$ cat src/rtl/dmem_port_arbiter.sv
// Shares the single-port data memory between the two M-stage lanes, serving lane 0 before lane 1,
// sequencing each multi-cycle access and holding both M-stage stalls until the bundle is done.
module dmem_port_arbiter #(
    parameter int AW      = 32,
    parameter int DW      = 32,
    parameter int MEM_LAT = 2
) (
    input  logic          clk,
    input  logic          rst,
    input  logic          req0,
    input  logic          req1,
    input  logic          we0,
    input  logic          we1,
    input  logic [AW-1:0] addr0,
    input  logic [AW-1:0] addr1,
    input  logic [DW-1:0] wdata0,
    input  logic [DW-1:0] wdata1,
    output logic          mem_en,
    output logic          mem_we,
    output logic [AW-1:0] mem_addr,
    output logic [DW-1:0] mem_wdata,
    input  logic [DW-1:0] mem_rdata,
    output logic [DW-1:0] rdata0,
    output logic [DW-1:0] rdata1,
    output logic          stallm,
    output logic          stallm2,
    output logic          busy
);

    localparam int            CW       = $clog2(MEM_LAT + 1);
    localparam logic [CW-1:0] CNT_INIT = CW'(MEM_LAT - 1);
    localparam logic [CW-1:0] CNT_ONE  = CW'(1);

    typedef enum logic [1:0] {
        IDLE  = 2'd0,
        ISSUE = 2'd1,
        WAIT  = 2'd2
    } state_t;

    state_t        state;
    state_t        state_nxt;
    logic [CW-1:0] cnt;
    logic          owner;
    logic          we_q;
    logic [1:0]    served;

    logic          pend0;
    logic          pend1;
    logic          sel_valid;
    logic          sel_lane;
    logic          req_own;
    logic          load_done;
    logic          done;

    assign pend0     = req0 & ~served[0];
    assign pend1     = req1 & ~served[1];
    assign stallm    = pend0 | pend1;
    assign stallm2   = stallm;
    assign busy      = (state != IDLE);

    // Lane 0 is the older instruction, so it always takes the port first.
    assign sel_valid = (state == IDLE) & (pend0 | pend1);
    assign sel_lane  = ~pend0;
    assign req_own   = owner ? req1 : req0;
    assign load_done = (state == WAIT) && (cnt == '0);
    assign done      = ((state == ISSUE) && we_q) || load_done;

    always_ff @(posedge clk or posedge rst) begin
        if (rst) begin
            state <= IDLE;
        end else begin
            state <= state_nxt;
        end
    end

    always_comb begin
        state_nxt = state;
        case (state)
            IDLE:    if (pend0 | pend1) state_nxt = ISSUE;
            ISSUE:   state_nxt = we_q ? IDLE : WAIT;
            WAIT:    if (cnt == '0) state_nxt = IDLE;
            default: state_nxt = IDLE;
        endcase
    end

    always_ff @(posedge clk or posedge rst) begin
        if (rst) begin
            cnt <= '0;
        end else if (state == ISSUE) begin
            cnt <= CNT_INIT;
        end else if ((state == WAIT) && (cnt != '0)) begin
            cnt <= cnt - CNT_ONE;
        end
    end

    // The memory command is launched straight from registers, so mem_en is high exactly in ISSUE.
    always_ff @(posedge clk or posedge rst) begin
        if (rst) begin
            mem_en    <= 1'b0;
            mem_we    <= 1'b0;
            mem_addr  <= '0;
            mem_wdata <= '0;
            owner     <= 1'b0;
            we_q      <= 1'b0;
        end else begin
            mem_en <= sel_valid;
            mem_we <= sel_valid & (sel_lane ? we1 : we0);
            if (sel_valid) begin
                owner     <= sel_lane;
                we_q      <= sel_lane ? we1 : we0;
                mem_addr  <= sel_lane ? addr1 : addr0;
                mem_wdata <= sel_lane ? wdata1 : wdata0;
            end
        end
    end

    // A flushed owner (req dropped mid-access) still finishes the access but is not marked served.
    always_ff @(posedge clk or posedge rst) begin
        if (rst) begin
            served <= 2'b00;
        end else if (!stallm) begin
            served <= 2'b00;
        end else if (done && req_own) begin
            served[owner] <= 1'b1;
        end
    end

    always_ff @(posedge clk or posedge rst) begin
        if (rst) begin
            rdata0 <= '0;
            rdata1 <= '0;
        end else if (load_done && req_own) begin
            if (owner) begin
                rdata1 <= mem_rdata;
            end else begin
                rdata0 <= mem_rdata;
            end
        end
    end

    a_we_qualified: assert property (@(posedge clk) disable iff (rst) mem_we |-> mem_en);
    a_en_single:    assert property (@(posedge clk) disable iff (rst) mem_en |=> !mem_en);

endmodule
$ cat config.mk
export PLATFORM = sky130hd
export DESIGN_NAME = dmem_port_arbiter
export DESIGN_NICKNAME = d
export VERILOG_FILES = /design/src/rtl/dmem_port_arbiter.sv
export SDC_FILE = /design/constraint.sdc
export NUM_CORES = 1
export LEC_CHECK = 0
export ABC_AREA = 1
export CELL_PAD_IN_SITES_DETAIL_PLACEMENT = 2
export CELL_PAD_IN_SITES_GLOBAL_PLACEMENT = 2
export CORE_ASPECT_RATIO = 0.9
export CORE_UTILIZATION = 37
export CTS_BUF_LIST = sky130_fd_sc_hd__clkbuf_8
export CTS_CLUSTER_DIAMETER = 100
export DETAILED_ROUTE_END_ITERATION = 6
export DONT_BUFFER_PORTS = 1
export PLACE_DENSITY = 0.92
export SYNTH_ARGS = -nofsm -noshare
export SYNTH_HDL_FRONTEND = slang
export SYNTH_SLANG_ARGS = --single-unit
$ cat constraint.sdc
create_clock -name clk -period 8.9 [get_ports clk]
set_input_delay 1.78 -clock clk [delete_from_list [all_inputs] [get_ports clk]]
set_output_delay 1.78 -clock clk [all_outputs]
set_load 0.03 [all_outputs]
Word level (Yosys, flattened, before mapping)
Index checks and enable logic that the tools add are counted.
- word-level logic and storage cells: 58
- output and inout port bits: 133
- register bits: 138
- order comparisons: 2
- reductions and logical operators: 15
- bitwise gates (word level): 10
- add/subtract/negate cells: 1
- multiplexer cells: 14
- equal/unequal tests: 5
- operator list (operator ; number):
    2-to-1 mux 32 bit ; 2
    2-to-1 mux 2 bit ; 7
    logical AND 1 bit ; 6
    one-hot mux 2 bit (3 select lines) ; 1
    AND reduction 2 bit ; 3
    nonzero test 2 bit ; 3
    AND 1 bit ; 4
    zero test 2 bit ; 2
    inequality test 2 x 1 -> 1 bit, second input constant ; 2
    inverter 1 bit ; 4
    2-to-1 mux 1 bit ; 3
    == test 2 x 1 -> 1 bit, second input constant ; 1
    == test 2 bit, second input constant ; 1
    less-than comparator 1 x 2 -> 1 bit, second input constant ; 1
    inequality test 2 bit, second input constant ; 1
    OR 2 bit ; 1
    subtractor 2 x 1 -> 2 bit, second input constant ; 1
    demux 1 bit (select 1 bit) ; 1
    greater-or-equal comparator 1 bit, second input constant ; 1
    logical OR 1 bit ; 1
    OR 1 bit ; 1

Longest topological paths before layout
Gate-level depths: netlist (run 1).
- word-level depth: 7
- depth in mapped cells: 9

Least setup slack after synthesis (run 1)
Ideal clock, no wire load.
- path type: input -> output
- start point: in req1
- end point: out stallm2
- path slack: 4.704 ns
- stages: 3
- required time: 7.120 ns
- data arrival time: 2.416 ns
- path through: inv_1 o21ai_2 buf_4
- cells in the longest elaborated chain, start to end: 2
- RTL lines (element ; RTL line ; source):
    from (decl) ; 11 ; input logic req1,
    AND 1 bit ; 56 ; assign pend1 = req1 & ~served[1];
    OR 1 bit ; 57 ; assign stallm = pend0 | pend1;
    to (decl) ; 26 ; output logic stallm2,
Every way passes these cells.

Worst setup path in the final report (run 1)
- start point: in req0
- end point: out stallm2
- cells in the longest elaborated chain, start to end: 2
- RTL lines (element ; RTL line ; source):
    from (decl) ; 10 ; input logic req0,
    AND 1 bit ; 55 ; assign pend0 = req0 & ~served[0];
    OR 1 bit ; 57 ;
Every way passes these cells.

==> summary.md, run 1 <==
| Metric | Value |
|---|---|
| Vias | `5204` |
| Crit path max fanout | `67` |
| First-pass GRT wire length | `31700 um` |
| Pwr/cell area | `423 nW/um^2` |
| Min-delay src | `we_q` |
| Final #Nets | `953` |
| Post-CTS setup buffers | `0` |
| Die Width | `138 um` |
| TritonCTS clock tree | `yes` |
| R2R cell count | `8` |
| Routability-driven placement congestion ratio | `0.798` |
| Layout overhead on the synthesized area | `5.57%` |
| Synth area leaders | `dfrtp_1, nand2_1, o21ai_0` |
| Area of the core | `16200 sq um` |
| Mapped Area | `6190 sq um` |
| Clk slew on worst S/H paths | `70 ps` |
| Ant. Diodes | `0` |
| Outcome | `finished with violations` |
| DP HPWL | `13900 um` |
| Sink Count | `138` |
| Critical Path, Cell by Cell | `nand2_2 > buf_4 > o21ai_2` |
| WP data arrival | `2810 ps` |
| Worst Hold Class | `reg2reg` |
| GR met3 Demand/Resource | `9.23%` |
| Peak VDD IR | `131 uV` |
| Synth warn | `0` |
| Hold Path Depth | `1` |
| Share of cells above drive strength 1 | `5.14%` |
| Crit Reg-Reg Endpoint | `we_q` |
| Routed length per instance | `19.5 um` |
| Hold_buf cts | `0` |
| Syn_nets | `978` |
| Synth unique cells | `20` |
| Leakage power | `0.00366 uW` |
| Most common cell after layout, fill and taps aside | `nand2_1` |
| Register area share after synthesis | `55.7%` |
| Initial antenna violation count | `0` |
| Number of synthesized register bits | `138` |
| Yosys top cell area share | `55.7%` |
| Vias in the first global route | `6023` |
| Post-layout min period | `4590 ps` |
| Row count | `44` |
| Final setup TNS | `0 ps` |
| Syn avg cell area | `7.64 sq um` |
| Gr busiest metal | `met2` |
| Violation count after the first detailed-routing iteration | `251` |
| Num CTS Buffers | `17` |
| Die Height | `125 um` |
| Slowest CP cell | `buf_4` |
| CTS Root Cell | `clkbuf_8` |
| Post-Layout Inst Area | `6540 sq um` |
| Critical path capture point type | `output pin` |
| Commonest cells after routing, fill and taps aside | `nand2_1, dfrtp_1, o21ai_0, clkbuf_8, inv_1` |
| Met1 usage | `23.5%` |
| Area leader, netlist | `dfrtp_1` |
| Setup Viol. Count Final | `0` |
| Die area | `17300 sq um` |
| CTS H-Tree Depth | `4` |
| Pins Over Slew Limit | `0` |
| WHS Endpoint | `state[1]` |
| Vias/cell | `5.18` |
| Antenna-violating nets left | `0` |
| R2R setup slack | `6350 ps` |
| Post-CTS sizing | `0` |
| Post-Route WL | `19600 um` |
| PortBufs | `0` |
| Failing checks | `design-rule violations` |
| Worst skew pair latency | `440 ps` |
| Crit Reg-Reg Startpoint | `served[0]` |
| Remaining global-route overflow | `0` |
| Slew margin rel. | `21.0%` |
| Crit Path Class | `in2out` |
| Initial Util | `38.1%` |
| Worst Max-Slew Pin Slew | `1180 ps` |
| Longest Clk Path Bufs | `2` |
| CP required | `7120 ps` |
| Fmax | `218 MHz` |
| CP max stage delay | `520 ps` |
| Tcrit/Tclk final | `51.5%` |
| GR Layer Usage met2 | `44.8%` |
| CP startpoint kind | `primary input` |
| Tot GR Track Use | `23.8%` |
| Placed instance area | `6230 sq um` |
| Unrepaired setup endpoints after global routing | `no` |
| Post-Syn Instances | `811` |
| Io pins | `299` |
| Hold Vio Cnt, Final | `0` |
| DR pass1 iterations | `7` |
| Clock Skews | `17.6 ps` |
| Max-cap violations | `0` |
| Largest net degree at the start of global routing | `73` |
| DRC | `38` |
[synth_stat cells, drive strengths merged]
master,instances
nand3,2
inv,17
clkbuf,18
dfrtp,138
a21oi,2
o21ai,67
nand3b,1
nor2,4
o22ai,1
buf,30
nand2,530
ha,1
[sequential cells by signal, indices dropped and copies added (netlist names)]
signal     count
rdata1        32
owner          1
mem_en         1
mem_wdata     32
mem_addr      32
state          2
served         2
we_q           1
cnt            2
mem_we         1
rdata0        32
[logic make-up after synthesis]
family / Yosys count / share of synthesized area [%]
buffers and inverters: 65 / 5.27
adders and majority gates: 1 / 0.202
AOI/OAI and AO/OA: 70 / 5.74
DFF: 138 / 55.7
and+or+nand+nor: 537 / 33.0
[worst max-delay path: cells and delay by family]
family,cells,cell delay [ps]
buf+inv,1,520
compound gates,1,450
simple gates,1,40
[metrics by stage]
step	cells	hold slack, ps	util [%]	worst slack, ps	power, uW
after floorplan	811	449	-	3420	2130
after global placement	974	461	38.3	4290	2270
after detailed placement	974	487	38.3	4260	2370
after CTS	1005	497	40.3	4260	2810
after global routing	1005	545	40.3	4210	2960
final	1005	493	40.3	4310	2770
[power breakdown]
part           leakage [uW]  switching (uW)  internal [uW]
Combinational       0.00173             494            192
Sequential          0.00175             750            897
Clock              0.000182             241            191
Total               0.00366            1490           1280
[worst max path at each step]
| stage | start | end | slack [ps] | cells past startpoint |
|---|---|---|---|---|
| floorplan | rst | cnt[0] | 3420 | 1 |
| global placement | req0 | stallm2 | 4290 | 3 |
| detailed placement | req0 | stallm2 | 4260 | 3 |
| CTS | req0 | stallm2 | 4260 | 3 |
| global route | req0 | stallm2 | 4210 | 3 |
| finish | req0 | stallm2 | 4310 | 3 |
[per-layer routing]
metal / share of wire [%] / vias up
met1: 35 / 2560
li1: - / 2415
met4: 1.7 / 0
met3: 9.5 / 26
met5: 0 / -
met2: 54 / 203
[cell type report]
class,instances,area (sq um)
tap,207,259
multi-input combinational,608,2410
clock buffer,18,248
clock inverter,13,66.3
fill,1875,9700
sequential,138,3450
timing repair buffer,4,30.0
inverter,17,68.8
Power figures use the tool's default switching activity.
==> inputs of run 2 (changes only) <==
--- a/config.mk
+++ b/config.mk
@@ -9,12 +9,12 @@
 export CELL_PAD_IN_SITES_DETAIL_PLACEMENT = 2
 export CELL_PAD_IN_SITES_GLOBAL_PLACEMENT = 2
 export CORE_ASPECT_RATIO = 0.9
-export CORE_UTILIZATION = 37
+export CORE_UTILIZATION = 34
 export CTS_BUF_LIST = sky130_fd_sc_hd__clkbuf_8
 export CTS_CLUSTER_DIAMETER = 100
 export DETAILED_ROUTE_END_ITERATION = 6
 export DONT_BUFFER_PORTS = 1
-export PLACE_DENSITY = 0.92
+export PLACE_DENSITY = 0.85
 export SYNTH_ARGS = -nofsm -noshare
 export SYNTH_HDL_FRONTEND = slang
 export SYNTH_SLANG_ARGS = --single-unit
==> constraint.sdc (replaced) <==
create_clock -name clk -period 4.7 [get_ports clk]
set_input_delay 0.94 -clock clk [delete_from_list [all_inputs] [get_ports clk]]
set_output_delay 0.94 -clock clk [all_outputs]
set_load 0.03 [all_outputs]
==> summary.md, run 2 (synthesized netlist as in run 1, its figures left out) <==
| Metric | Value |
|---|---|
| Outcome | `complete, no violations (was finished with violations)` |
| Switching power | `2840 uW (was 1490 uW)` |
| Tcrit/Tclk final | `63.5%` |
| DR pass1 iterations | `4 (was 7)` |
| Fmax | `335 MHz` |
| R2R cell count | `6 (was 8)` |
| CTS H-Tree Depth | `4 (unchanged)` |
| Area of the core | `17700 sq um (was 16200 sq um)` |
| Slowest CP cell | `inv_2 (was buf_4)` |
| Routability-driven placement congestion ratio | `0.750 (was 0.798)` |
| Post-Route WL | `19500 um (was 19600 um)` |
| Final Non-Filler Cells | `1040 (was 1005)` |
| Clock Skews | `14.8 ps (was 17.6 ps)` |
| Hold Vio Cnt, Final | `0 (unchanged)` |
| Power share of the clock group | `20.8% (was 15.6%)` |
| Leakage power | `0.00372 uW (was 0.00366 uW)` |
| Row count | `46 (was 44)` |
| CP max stage delay | `880 ps (was 520 ps)` |
| Clk slew on worst S/H paths | `70 ps (about the same)` |
| Hold Path Depth | `2 (was 1)` |
| First-pass GRT wire length | `29400 um (was 31700 um)` |
| Layout overhead on the synthesized area | `8.93% (was 5.57%)` |
| Sink Count | `138 (unchanged)` |
| Remaining global-route overflow | `0 (unchanged)` |
| Final #Nets | `954 (was 953)` |
| Tot GR Track Use | `20.6% (was 23.8%)` |
| Antenna-violating nets left | `0 (unchanged)` |
| Unrepaired setup endpoints after global routing | `no (unchanged)` |
| Post-CTS sizing | `0 (unchanged)` |
| Pins Over Slew Limit | `0 (unchanged)` |
| Critical Path, Cell by Cell | `inv_1 > o21ai_2 > nand2_2 > buf_4 > inv_2 > nand2_1 > nand2_1 (was nand2_2 > buf_4 > o21ai_2)` |
| Critical path capture point type | `register (was output pin)` |
| Largest net degree at the start of global routing | `98 (was 73)` |
| Die area | `18800 sq um (was 17300 sq um)` |
| Fill cell count | `2112 (was 1875)` |
| Crit Reg-Reg Endpoint | `we_q (unchanged)` |
| Share of cells above drive strength 1 | `5.88% (was 5.14%)` |
| Pwr/cell area | `825 nW/um^2 (was 423 nW/um^2)` |
| Initial antenna violation count | `0 (unchanged)` |
| Ant. Diodes | `0 (unchanged)` |
| Die Width | `144 um (was 138 um)` |
| Crit Path Class | `in2reg (was in2out)` |
| Int Pwr | `2730 uW (was 1280 uW)` |
| Post-Layout Inst Area | `6750 sq um (was 6540 sq um)` |
| Worst Max-Slew Pin Slew | `1210 ps (was 1180 ps)` |
| Num CTS Buffers | `17 (unchanged)` |
| Vias | `5254 (was 5204)` |
| Dpl cells | `1008 (was 974)` |
| Post-CTS setup buffers | `0 (unchanged)` |
| CP Launch Point | `req1 (was req0)` |
| Sw Share | `51.0% (was 53.7%)` |
| Vias in the first global route | `5708 (was 6023)` |
| Crit path max fanout | `69 (was 67)` |
| Crit Reg-Reg Startpoint | `served[1] (was served[0])` |
| Worst skew pair latency | `440 ps (about the same)` |
| Most common cell after layout, fill and taps aside | `nand2_1 (unchanged)` |
| CTS Root Cell | `clkbuf_8 (unchanged)` |
| Final setup TNS | `0 ps (unchanged)` |
| Vias/cell | `5.05 (was 5.18)` |
| Min-delay src | `cnt[0] (was we_q)` |
| Power share of the combinational group | `23.2% (was 24.8%)` |
| DP HPWL | `13900 um (about the same)` |
| TritonCTS clock tree | `yes (unchanged)` |
| PortBufs | `0 (unchanged)` |
| Placed instance area | `6270 sq um (was 6230 sq um)` |
| Io pins | `299 (unchanged)` |
| Slew margin rel. | `19.2% (was 21.0%)` |
| Setup Viol. Count Final | `0 (unchanged)` |
| Peak VDD IR | `222 uV (was 131 uV)` |
| Worst path most repeated cell | `nand2_1` |
| DRC | `0 (was 38)` |
| Seq pwr share | `56.0% (was 59.5%)` |
| Post-layout min period | `2980 ps` |
| CP startpoint kind | `primary input (unchanged)` |
| WP data arrival | `3350 ps (was 2810 ps)` |
| Initial Util | `34.9% (was 38.1%)` |
| Routed length per instance | `18.8 um (was 19.5 um)` |
| Worst Hold Class | `reg2reg (unchanged)` |
| Max-cap violations | `0 (unchanged)` |
| CP required | `5070 ps (was 7120 ps)` |
| Hold_buf cts | `0 (unchanged)` |
| Die Height | `130 um (was 125 um)` |
| WHS Endpoint | `cnt[0] (was state[1])` |
| Violation count after the first detailed-routing iteration | `148 (was 251)` |
| Commonest cells after routing, fill and taps aside | `nand2_1, dfrtp_1, o21ai_0, clkbuf_8, inv_1 (unchanged)` |
| R2R setup slack | `1800 ps (was 6350 ps)` |
| Longest Clk Path Bufs | `2 (unchanged)` |
-- run 2: changes by cell type in the layout (fill, tap and decap cells not counted) --
cell	delta
inv_6	+5
inv_1	-4
clkinv_4	-1
bufinv_16	+5
buf_4	+1
clkinv_2	-5
clkbuf_8	+1
-- run 2: worst max-delay path, delay by kind of cell --
| kind | cells | cell delay (ps) |
|---|---|---|
| buffers and inverters | 3 | 1270 |
| AOI/OAI and AO/OA | 1 | 610 |
| and+or+nand+nor | 3 | 400 |
-- run 2: per-stage QoR --
| step | hold WS, ps | util [%] | power (uW) | worst slack, ps |
|---|---|---|---|---|
| 2_1_floorplan | 449 | - | 4030 | 63.8 |
| 3_3_place_gp | 462 | 35.4 | 4300 | 1450 |
| 3_5_place_dp | 482 | 35.4 | 4470 | 1270 |
| 4_1_cts | 501 | 38.1 | 5650 | 1740 |
| 5_1_grt | 542 | 38.1 | 5940 | 1530 |
| 6_report | 494 | 38.1 | 5570 | 1720 |
-- run 2: layer usage --
metal  global-route usage (%)  vias to the layer above  routed length (um)
met5                        0                        -                   0
met3                     8.29                       22                1900
met4                     7.31                        0                 303
li1                         -                     2418                   -
met1                     21.0                     2612                7070
met2                     37.9                      202               10200
-- run 2: worst max-delay path by stage --
stage	end	cells past startpoint
after floorplan	cnt[0]	1
after global placement	we_q	7
after detailed placement	mem_we	7
after CTS	mem_we	7
after global routing	mem_we	7
final	we_q	7
-- run 2: power by group through the flow --
stage / sequential [uW] / clock [uW] / combinational, uW
after global routing: 3180 / 1240 / 1510
final: 3120 / 1160 / 1290
after global placement: 3120 / 0 / 1180
after CTS: 3130 / 1190 / 1330
after floorplan: 2960 / 0 / 1070
after detailed placement: 3140 / 0 / 1330
-- run 2: layout make-up --
class | instances | area (sq um) | share of cell area [%]
Tap cell | 240 | 300 | 4.45
Timing Repair Buffer | 5 | 37.5 | 0.556
Multi-Input combinational cell | 608 | 2410 | 35.8
Sequential cell | 138 | 3450 | 51.2
Clock buffer | 19 | 262 | 3.88
Inverter | 17 | 68.8 | 1.02
Clock inverter | 13 | 211 | 3.13
==> inputs of run 3 (changes only) <==
--- a/config.mk
+++ b/config.mk
@@ -9,12 +9,12 @@
 export CELL_PAD_IN_SITES_DETAIL_PLACEMENT = 2
 export CELL_PAD_IN_SITES_GLOBAL_PLACEMENT = 2
 export CORE_ASPECT_RATIO = 0.9
-export CORE_UTILIZATION = 34
+export CORE_UTILIZATION = 31
 export CTS_BUF_LIST = sky130_fd_sc_hd__clkbuf_8
 export CTS_CLUSTER_DIAMETER = 100
 export DETAILED_ROUTE_END_ITERATION = 6
 export DONT_BUFFER_PORTS = 1
-export PLACE_DENSITY = 0.85
+export PLACE_DENSITY = 0.82
 export SYNTH_ARGS = -nofsm -noshare
 export SYNTH_HDL_FRONTEND = slang
 export SYNTH_SLANG_ARGS = --single-unit
==> constraint.sdc (replaced) <==
create_clock -name clk -period 2.7 [get_ports clk]
set_input_delay 0.54 -clock clk [delete_from_list [all_inputs] [get_ports clk]]
set_output_delay 0.54 -clock clk [all_outputs]
set_load 0.03 [all_outputs]
==> summary.md, run 3 (synthesized netlist as in run 1, its figures left out) <==
| Metric | Value |
|---|---|
| Die area | `20600 sq um (was 18800 sq um)` |
| Num CTS Buffers | `17 (unchanged)` |
| Initial antenna violation count | `0 (unchanged)` |
| Routed length per instance | `18.2 um (was 18.8 um)` |
| Leakage power | `0.00373 uW (was 0.00372 uW)` |
| WP data arrival | `1390 ps (was 3350 ps)` |
| Outcome | `complete, no violations (unchanged)` |
| CP startpoint kind | `register (was primary input)` |
| Hold Vio Cnt, Final | `0 (unchanged)` |
| Tcrit/Tclk final | `71.4%` |
| Ant. Diodes | `0 (unchanged)` |
| Switching power | `4940 uW (was 2840 uW)` |
| Tot GR Track Use | `19.1% (was 20.6%)` |
| Post-route setup slack | `773 ps (was 1720 ps)` |
| DRC | `0 (unchanged)` |
| Fmax | `519 MHz` |
| R2R setup slack | `910 ps (was 1800 ps)` |
| Peak VDD IR | `346 uV (was 222 uV)` |
| Initial Util | `31.9% (was 34.9%)` |
| Final Util | `35.0% (was 38.1%)` |
| Vias | `5164 (was 5254)` |
| Int Pwr | `4460 uW (was 2730 uW)` |
| Sw Share | `52.5% (was 51.0%)` |
| Setup crit end | `stallm2 (was we_q)` |
| Die Width | `151 um (was 144 um)` |
| Most common cell after layout, fill and taps aside | `nand2_1 (unchanged)` |
| PortBufs | `0 (unchanged)` |
| Clock Skews | `17.8 ps (was 14.8 ps)` |
| Sink Count | `138 (unchanged)` |
| Io pins | `299 (unchanged)` |
| TritonCTS clock tree | `yes (unchanged)` |
| Share of cells above drive strength 1 | `6.67% (was 5.88%)` |
| Post-Route WL | `19300 um (was 19500 um)` |
| DP HPWL | `14000 um (was 13900 um)` |
| Crit path max fanout | `5 (was 69)` |
| Commonest cells after routing, fill and taps aside | `nand2_1, dfrtp_1, o21ai_0, clkbuf_8, inv_1 (unchanged)` |
| CP required | `2160 ps (was 5070 ps)` |
| First-pass GRT wire length | `29800 um (was 29400 um)` |
| Crit Reg-Reg Startpoint | `cnt[0] (was served[1])` |
| Post-CTS sizing | `0 (unchanged)` |
| Power share of the combinational group | `24.5% (was 23.2%)` |
| Clk slew on worst S/H paths | `90 ps (was 70 ps)` |
| Area of the core | `19400 sq um (was 17700 sq um)` |
| Vias/cell | `4.88 (was 5.05)` |
| Layout overhead on the synthesized area | `9.49% (was 8.93%)` |
| Worst Hold Class | `in2reg (was reg2reg)` |
| Final #Nets | `963 (was 954)` |
| Largest net degree at the start of global routing | `71 (was 98)` |
| Placement Setup Slack | `842 ps (was 1270 ps)` |
| Power share of the clock group | `17.8% (was 20.8%)` |
| Pins Over Slew Limit | `0 (unchanged)` |
| Storage cell area | `3450 sq um (unchanged)` |
| Row count | `48 (was 46)` |
| Vias in the first global route | `5607 (was 5708)` |
| Remaining global-route overflow | `0 (unchanged)` |
| CTS H-Tree Depth | `4 (unchanged)` |
| R2R cell count | `6 (unchanged)` |
| Antenna-violating nets left | `0 (unchanged)` |
| CTS Root Cell | `clkbuf_8 (unchanged)` |
| Worst skew pair latency | `450 ps (was 440 ps)` |
| Pwr/cell area | `1390 nW/um^2 (was 825 nW/um^2)` |
| CP Launch Point | `served[0] (was req1)` |
| Slew margin rel. | `47.5% (was 19.2%)` |
| Fill cell count | `2296 (was 2112)` |
| Die Height | `136 um (was 130 um)` |
| Crit Path Class | `reg2out (was in2reg)` |
| Post-layout min period | `1930 ps` |
| Unrepaired setup endpoints after global routing | `no (unchanged)` |
| DR pass1 iterations | `4 (unchanged)` |
| Footprint of the multi-input gates | `2410 sq um (unchanged)` |
| Violation count after the first detailed-routing iteration | `78 (was 148)` |
| Setup Viol. Count Final | `0 (unchanged)` |
| Routability-driven placement congestion ratio | `0.769 (was 0.750)` |
| Max-cap violations | `0 (unchanged)` |
| Worst Max-Slew Pin Slew | `786 ps (was 1210 ps)` |
| Final setup TNS | `0 ps (unchanged)` |
| Crit Reg-Reg Endpoint | `rdata0[17] (was we_q)` |
| Longest Clk Path Bufs | `2 (unchanged)` |
| Critical path capture point type | `output pin (was register)` |
| Seq pwr share | `57.7% (was 56.0%)` |
-- run 3: cell type report --
cell class | count | share of cell area (%)
Timing Repair Buffer | 14 | 2.14
Multi-Input combinational cell | 608 | 35.6
Tap cell | 250 | 4.61
Clock buffer | 20 | 4.06
Clock inverter | 12 | 1.68
Inverter | 17 | 0.996
Sequential cell | 138 | 50.9
-- run 3: worst min-delay path by stage --
stage	from	to	slack, ps	cells after the start
after floorplan	cnt[0]	cnt[0]	450	2
after global placement	rst	rdata1[27]	310	1
after detailed placement	rst	rdata1[27]	310	1
after CTS	mem_rdata[26]	rdata0[26]	160	2
after global routing	mem_rdata[25]	rdata1[25]	170	2
final	mem_rdata[26]	rdata0[26]	210	2
-- run 3: through the flow --
stage          cell area [sq um]  hold WS [ps]  total power (uW)  instances
2_1_floorplan               6200           449              7010        811
3_3_place_gp                6380           311              7680       1026
3_5_place_dp                6380           308              7880       1026
4_1_cts                     6780           165              9590       1059
5_1_grt                     6780           169             10100       1059
6_report                    6780           205              9400       1059
-- run 3: critical path, stage by stage (launching register included) --
cell and delay, ps:
dfrtp_1 370, inv_1 110, nand2_2 120, o21ai_2 90, buf_4 250
-- run 3: timing repair --
action / CTS / global route
hold buffers: 1 / 0
hold endpoints to repair: 1 / 0
setup buffers: 0 / 0
-- run 3: power by group through the flow --
stage | clock network [uW] | registers (uW) | logic [uW]
2_1_floorplan | 0 | 5150 | 1860
3_3_place_gp | 0 | 5450 | 2220
3_5_place_dp | 0 | 5470 | 2400
4_1_cts | 1740 | 5450 | 2400
5_1_grt | 1820 | 5560 | 2720
6_report | 1680 | 5420 | 2300
-- run 3: routing by layer --
| layer | vias up | share of wire (%) | track usage [%] | routed length (um) |
|---|---|---|---|---|
| li1 | 2429 | - | - | - |
| met5 | - | 0 | 0 | 0 |
| met2 | 205 | 50 | 33.6 | 9620 |
| met1 | 2511 | 38 | 20.1 | 7270 |
| met3 | 19 | 11 | 8.83 | 2140 |
| met4 | 0 | 1.5 | 5.83 | 295 |
